<file path="config.mk">
export PLATFORM = sky130hd
export DESIGN_NAME = mac_job_sched
export DESIGN_NICKNAME = d
export VERILOG_FILES = /design/src/rtl/mac_sched_pkg.sv /design/src/rtl/mac_job_sched_rr_arbiter.sv /design/src/rtl/mac_job_sched.sv
export SDC_FILE = /design/constraint.sdc
export NUM_CORES = 1
export LEC_CHECK = 0
export BUFFER_PORTS_ARGS = -buffer_cell sky130_fd_sc_hd__buf_2
export CAP_MARGIN = 40
export CORE_ASPECT_RATIO = 1.1
export CORE_MARGIN = 8
export CORE_UTILIZATION = 51
export DETAILED_ROUTE_END_ITERATION = 6
export HOLD_SLACK_MARGIN = 0.05
export PLACE_DENSITY = 0.76
export SLEW_MARGIN = 15
export SYNTH_ARGS = -nofsm -noshare
export SYNTH_HDL_FRONTEND = slang
export SYNTH_SLANG_ARGS = --single-unit
</file>
<file path="constraint.sdc">
create_clock -name clk -period 2.53 [get_ports clk]
set_input_delay 0.506 -clock clk [delete_from_list [all_inputs] [get_ports clk]]
set_output_delay 0.506 -clock clk [all_outputs]
set_load 0.05 [all_outputs]
</file>
<file path="src/rtl/mac_sched_pkg.sv">
// Shared types for the MAC job scheduler: FSM state encoding and index-width helper.
// Latency: n/a (types and constant functions only).
// Backpressure: n/a.
package mac_sched_pkg;

    typedef enum logic [2:0] {
        IDLE  = 3'd0,
        SETUP = 3'd1,
        BUSY  = 3'd2,
        DONE  = 3'd3,
        ABORT = 3'd4
    } state_e;

    // Width of an index into n requesters; never below 1 so a vector can be declared.
    function automatic int idx_w(input int n);
        return (n > 1) ? $clog2(n) : 1;
    endfunction

endpackage

</file>
<file path="src/rtl/mac_job_sched_rr_arbiter.sv">
// Round-robin arbiter: picks the first set req bit searching upward from ptr, wrapping.
// Latency: combinational, zero cycles.
// Backpressure: none; the caller decides when to consume the grant and advance ptr.
//
// Ports:
//   req     - request vector
//   ptr     - index where the search starts (highest priority this round)
//   gnt     - one-hot grant, all zero when no request
//   idx     - binary index of the granted bit (0 when none)
//   gnt_vld - high when any request was found
module rr_arbiter
    import mac_sched_pkg::*;
#(
    parameter int N     = 4,
    parameter int IDX_W = idx_w(N)
) (
    input  logic [N-1:0]     req,
    input  logic [IDX_W-1:0] ptr,
    output logic [N-1:0]     gnt,
    output logic [IDX_W-1:0] idx,
    output logic             gnt_vld
);

    always_comb begin
        int j;
        j       = 0;
        gnt     = '0;
        idx     = '0;
        gnt_vld = 1'b0;
        for (int i = 0; i < N; i++) begin
            j = int'(ptr) + i;
            if (j >= N) begin
                j = j - N;
            end
            if (!gnt_vld && req[j]) begin
                gnt_vld = 1'b1;
                gnt[j]  = 1'b1;
                idx     = IDX_W'(j);
            end
        end
    end

endmodule

</file>
<file path="src/rtl/mac_job_sched.sv">
// Round-robin job scheduler sharing one mac_unit between NUM_REQ requesters, with watchdog abort.
// Latency: req sampled at edge t -> gnt at t; mac_compute rises SETUP_CYCLES edges later.
// Backpressure: requesters hold req until done/err; new grants only issue from IDLE.
//
// Ports:
//   clk, rst      - clock and synchronous active-high reset
//   req           - per-requester level request
//   gnt           - one-hot grant held through SETUP and BUSY
//   done / err    - one-cycle completion / watchdog-abort pulses for the granted requester
//   bank_sel      - index of the last granted requester, steers the bank muxes
//   mac_compute   - start/hold to mac_unit, high only in BUSY
//   mac_done      - completion from mac_unit, only looked at in BUSY
//   mac_soft_rst  - one-cycle pulse resetting mac_unit on abort
//   busy          - high in any state except IDLE
//   job_cnt       - wrapping count of normally completed jobs
module mac_job_sched
    import mac_sched_pkg::*;
#(
    parameter int NUM_REQ      = 4,
    parameter int SETUP_CYCLES = 1,
    parameter int TIMEOUT      = 1024,
    parameter int CNT_W        = 16
) (
    input  logic                        clk,
    input  logic                        rst,
    input  logic [NUM_REQ-1:0]          req,
    output logic [NUM_REQ-1:0]          gnt,
    output logic [NUM_REQ-1:0]          done,
    output logic [NUM_REQ-1:0]          err,
    output logic [idx_w(NUM_REQ)-1:0]   bank_sel,
    output logic                        mac_compute,
    input  logic                        mac_done,
    output logic                        mac_soft_rst,
    output logic                        busy,
    output logic [CNT_W-1:0]            job_cnt
);

    localparam int IDX_W   = idx_w(NUM_REQ);
    // One counter serves both the SETUP wait and the BUSY watchdog.
    localparam int CYC_MAX = (TIMEOUT > SETUP_CYCLES) ? TIMEOUT : SETUP_CYCLES;
    localparam int CYC_W   = $clog2(CYC_MAX + 1);
    localparam logic [IDX_W-1:0] LAST_IDX  = IDX_W'(NUM_REQ - 1);
    localparam logic [CYC_W-1:0] SETUP_END = CYC_W'(SETUP_CYCLES - 1);
    localparam logic [CYC_W-1:0] WD_END    = CYC_W'(TIMEOUT - 1);

    state_e               state_q, state_d;
    logic [NUM_REQ-1:0]   gnt_q, gnt_d;
    logic [IDX_W-1:0]     bank_sel_q, bank_sel_d;
    logic [IDX_W-1:0]     rr_q, rr_d;
    logic [CYC_W-1:0]     cyc_q, cyc_d;
    logic [CNT_W-1:0]     job_cnt_q, job_cnt_d;

    logic [NUM_REQ-1:0]   arb_gnt;
    logic [IDX_W-1:0]     arb_idx;
    logic                 arb_vld;

    rr_arbiter #(
        .N     (NUM_REQ),
        .IDX_W (IDX_W)
    ) u_arb (
        .req     (req),
        .ptr     (rr_q),
        .gnt     (arb_gnt),
        .idx     (arb_idx),
        .gnt_vld (arb_vld)
    );

    // State register (with the datapath registers it owns).
    always_ff @(posedge clk) begin
        if (rst) begin
            state_q    <= IDLE;
            gnt_q      <= '0;
            bank_sel_q <= '0;
            rr_q       <= '0;
            cyc_q      <= '0;
            job_cnt_q  <= '0;
        end else begin
            state_q    <= state_d;
            gnt_q      <= gnt_d;
            bank_sel_q <= bank_sel_d;
            rr_q       <= rr_d;
            cyc_q      <= cyc_d;
            job_cnt_q  <= job_cnt_d;
        end
    end

    // Next-state and datapath update.
    always_comb begin
        state_d    = state_q;
        gnt_d      = gnt_q;
        bank_sel_d = bank_sel_q;
        rr_d       = rr_q;
        cyc_d      = cyc_q;
        job_cnt_d  = job_cnt_q;
        case (state_q)
            IDLE: begin
                if (arb_vld) begin
                    state_d    = SETUP;
                    gnt_d      = arb_gnt;
                    bank_sel_d = arb_idx;
                    rr_d       = (arb_idx == LAST_IDX) ? '0 : arb_idx + 1'b1;
                    cyc_d      = '0;
                end
            end
            SETUP: begin
                if (cyc_q == SETUP_END) begin
                    state_d = BUSY;
                    cyc_d   = '0;
                end else begin
                    cyc_d = cyc_q + 1'b1;
                end
            end
            BUSY: begin
                // mac_done is checked first so it wins over a coincident timeout.
                // gnt is dropped on leaving BUSY so it is already low in DONE/ABORT.
                if (mac_done) begin
                    state_d   = DONE;
                    gnt_d     = '0;
                    job_cnt_d = job_cnt_q + 1'b1;
                end else if (cyc_q == WD_END) begin
                    state_d = ABORT;
                    gnt_d   = '0;
                end else begin
                    cyc_d = cyc_q + 1'b1;
                end
            end
            DONE:    state_d = IDLE;
            ABORT:   state_d = IDLE;
            default: state_d = IDLE;
        endcase
    end

    // Outputs.
    always_comb begin
        done         = '0;
        err          = '0;
        gnt          = gnt_q;
        bank_sel     = bank_sel_q;
        job_cnt      = job_cnt_q;
        mac_compute  = (state_q == BUSY);
        mac_soft_rst = (state_q == ABORT);
        busy         = (state_q != IDLE);
        if (state_q == DONE) begin
            done[bank_sel_q] = 1'b1;
        end
        if (state_q == ABORT) begin
            err[bank_sel_q] = 1'b1;
        end
    end

endmodule
</file>
**Word-level counts from Yosys, hierarchy flattened**

Cells that the tools add are included.

- Register bits: 38
- Output and inout port bits: 33
- Word-level logic and storage cells: 120
- Input bits: 7

- Bitwise gates (word level): 3
- Mux-type cells: 55
- Equality and inequality tests: 11
- Order comparisons: 14
- Reductions and logical operators: 21
- Add/sub/neg operators: 10

Operators with widths:

| kind | number |
|---|---|
| 32-bit by 1-bit greater-or-equal comparator with 1-bit output, second input constant | 4 |
| 32-bit by 4-bit < comparator with 1-bit output, second input constant | 4 |
| 32-bit 2-to-1 mux | 4 |
| 32-bit by 4-bit greater-or-equal comparator with 1-bit output, second input constant | 3 |
| 32-bit by 4-bit subtractor with 32-bit output, second input constant | 3 |
| 11-bit 2-to-1 mux | 4 |
| 4-bit 2-to-1 mux | 9 |
| 11-bit case mux with 3 select lines | 1 |
| 1-bit 2-to-1 mux | 17 |
| 16-bit by 1-bit adder with 16-bit output, second input constant | 1 |
| 3-bit 2-to-1 mux | 4 |
| 4-bit bitwise OR | 3 |
| 11-bit by 1-bit adder with 11-bit output, second input constant | 1 |
| 11-bit by 10-bit equality test with 1-bit output, second input constant | 1 |
| 11-bit logical NOT | 1 |
| 1-bit demux with 2-bit select | 5 |
| 2-bit 2-to-1 mux | 5 |
| 3-bit case mux with 3 select lines | 1 |
| 1-bit binary-select mux with 2-bit select | 4 |
| 1-bit logical AND | 8 |
| 2-bit inequality test, second input constant | 4 |
| 4-bit case mux with 2 select lines | 1 |
| 2-bit by 2-bit adder with 3-bit output, second input constant | 2 |
| 3-bit by 2-bit equality test with 1-bit output, second input constant | 2 |
| 17 further kinds | 22 |

**Longest topological paths before layout**

- Word-level depth: 17
- Mapped depth: 9

**Hierarchy**

From an unflattened synthesis, not the netlist that was laid out.

- Cell total of the unflattened synthesis: 280
- Area, all modules: 2434.8 µm²

By module, submodules not included:

| module | area each (µm²) | times used | cells an instance |
|---|---|---|---|
| mac_job_sched | 1974.4 | 1 | 232 |
| rr_arbiter | 460.4 | 1 | 48 |

**Worst setup path before layout**

OpenSTA, ideal clock, no wires.

- Path kind: reg2out
- From: reg state_q[2]
- To: out err[0]
- Path slack: 0.028 ns
- Arrival: 1.996 ns
- Required time: 2.024 ns
- Stages on the path, launching flop included: 4
- Cell sequence: dfxtp_1 -> clkbuf_1 -> nand2_1 -> nor3_1

- Cells in the longest elaborated chain, start to end: 2

Ends and longest elaborated chain:

| element | line | RTL |
|---|---|---|
| start: declaration | mac_job_sched.sv:46 | `state_e state_q, state_d;` |
| start signal: assignment | mac_job_sched.sv:78 | `state_q <= state_d;` |
| 3-bit equality test | mac_job_sched.sv:146 | `if (state_q == ABORT) begin` |
| 4-bit 2-to-1 mux | mac_job_sched.sv:146 |  |
| end: declaration | mac_job_sched.sv:29 | `output logic [NUM_REQ-1:0] err,` |

No other way between the ends.

==> metrics <==
distinct cell type count of the synthesized netlist=57; antenna violations before repair=0; CTS tree=built; worst rel slew slack=59.0%; Yosys reg bits=38; FFs w/ async S/R, synth=0%; WHS=0.487 ns; Final Max Tran Viols=0; Worst Setup Slack, final=0.357 ns; Row Count=26; Mapped Area=2370 µm²; P_leak=about 1.1 nW; syn avg cell area=~8.7 µm²; commonest non-fill, non-tap cell in the layout=nor2_1; setup_tns=0 ns; Die Area=7090 µm²; Max VDD drop=just over 0.0004 V; Vias/cell=5.69; first-pass GRT wire length=8900 µm; # port buffers=39; max_cap viols=0; Worst-path clk slew=0.08 ns; part of the Yosys area used for sequential elements=32.1%; chip height=87.5 µm; DR vias=2107; routed wire length=between 5000 and 6000 µm; wire length per cell=approximately 14 µm; endpoints failing setup=0; antenna viol nets, final=0; crit path launch type=register; status=finished clean; Final HPWL DP=between 3000 and 4000 µm; CTS Buffer Depth=2; antenna cells=0; Placement Cell Area=2600 µm²; Clock Skew=0.00527 ns; Worst Hold Path EP=gnt[3]; period utilization=85.9%; Design Area, Final=~2800 µm²; maximum fanout along the worst path=6; syn nets=288; most frequent cells in the layout=47 x nor2_1, 39 x buf_2, 38 x dfxtp_1; Hold Fails Final Rpt=0; Post-CTS Resized=0; DR iter-0 viols=63; Syn. warnings=0; Post-layout nets=327; share of cells above drive strength 1=23.6%; Initial Util=a little over half; GP Congestion=0.808; DRT Pass-1 Iters=4; num ports=40; Final min period=2.17 ns; Critical Path AT=approximately 2.4 ns; EDFF count, synth=0; PD cells=between 800 and 900 nW/µm²; worst skew pair latency=0.30 ns; Hold Path Depth=1; RSZ-0062 raised after global routing=false; Num CTS Buffers=5; vias in the first global route=approximately 1900; GRT overflow=0; Critical R2R Capture=rr_q[1]; Post-CTS Hold Fix Bufs=0; largest net degree at the start of global routing=25; Critical Path Sink Type=register; cells on worst reg2reg path=7; Pwr Total=around 2.4 mW; Crit Path Class=register to register; hold path start=gnt[3]; synthesized instance count=274; CTS root buffer=clkbuf_8; Least-Margin Pin Slew=0.611 ns; Num Clock Sinks=38; area grow syn2layout=15.9%; R2R Setup Slk=about 0.36 ns; Max Fclk=0.460 GHz; dominant synthesized flop cell=dfxtp_1; Die X=about 80 µm; CP required=2.76 ns; # DRC=0; pre-CTS WS=between 0.3 and 0.4 ns; core area=4550 µm²; htree depth=2; Post-CTS Setup Bufs=0; Tot GR Track Use=15.5%; min-delay worst type=register to register
metal layers:
metal	vias up	global-route usage, %	wire (µm)
met2	47	26.0	2500
met1	985	18.3	2400
li1	1068	-	-
met5	-	0	0
met3	7	4.52	375
met4	0	5.69	70
sequential cells by signal (all words and copies together), names as in the netlist, named ones only:
register / count
job_cnt: 16
state_q: 3
cyc_q: 11
gnt: 4
bank_sel: 2
rr_q: 1
logic make-up (layout without fill, tap and decap cells):
group | count (synthesis) | in the layout | share of synthesized area [%]
simple gates | 121 | 121 | 27.4
flops | 38 | 38 | 32.1
xor+xnor | 22 | 22 | 8.12
compound gates | 48 | 48 | 17.5
fa+ha+maj | 7 | 7 | 3.69
buf+inv | 28 | 68 | 5.85
mux | 10 | 10 | 5.33
critical path, cell delays in order (launching register included):
cell and delay [ns]:
dfxtp_1 0.34, inv_1 0.10, ha_1 0.34, mux4_2 0.59
o21ba_2 0.27, o21ai_1 0.10, a21o_1 0.22, a31oi_2 0.14
how the worst max path moves through the flow:
stage,startpoint,to,slack [ns],cells past startpoint
6_report,register,rr_q[1],0.36,7
3_3_place_gp,cyc_q[0],cyc_q[9],0.38,8
5_1_grt,state_q[0],cyc_q[5],0.23,6
2_1_floorplan,state_q[2],err[0],0.03,3
3_5_place_dp,state_q[0],cyc_q[9],0.31,5
4_1_cts,cyc_q[0],cyc_q[9],0.27,8
power by group:
part | total [mW] | switching [mW] | internal (mW)
sequential | 0.725 | 0.0604 | 0.665
clock | 0.645 | 0.224 | 0.421
combinational | 1.03 | 0.634 | 0.393
cell usage after synthesis, types with 4 or more instances:
master | count | share of area (%)
nor2_1 | 47 | 7.4
dfxtp_1 | 38 | 32
nand2_1 | 16 | 2.5
xnor2_1 | 15 | 5.5
inv_1 | 13 | 2.1
nor3_1 | 9 | 1.9
clkbuf_1 | 7 | 1.1
ha_1 | 7 | 3.7
mux2i_1 | 7 | 3.0
xor2_1 | 7 | 2.6
a211oi_1 | 6 | 1.9
nand3_1 | 6 | 1.3
nor4_1 | 6 | 1.6
a221oi_1 | 5 | 1.8
nand2b_1 | 5 | 1.3
nand4_1 | 5 | 1.3
o21ai_0 | 5 | 1.1
a21o_1 | 4 | 1.3
a221o_1 | 4 | 1.7
nand3b_1 | 4 | 1.3
stage by stage:
step | util [%] | cells
2_1_floorplan | - | 274
3_3_place_gp | 57.1 | 361
3_5_place_dp | 57.1 | 361
4_1_cts | 60.2 | 369
5_1_grt | 60.4 | 370
6_report | 60.4 | 370
cell type report:
| class | count | area [µm²] |
|---|---|---|
| inverters | 13 | 48.8 |
| well taps | 56 | 70.1 |
| flip-flops and latches | 38 | 761 |
| clock buffers | 6 | 82.6 |
| clock inverters | 2 | 60.1 |
| repair buffers | 47 | 255 |
| multi-input cells | 208 | 1470 |
| fillers | 429 | 1800 |
Note: power is estimated with default switching activity, not from simulation.
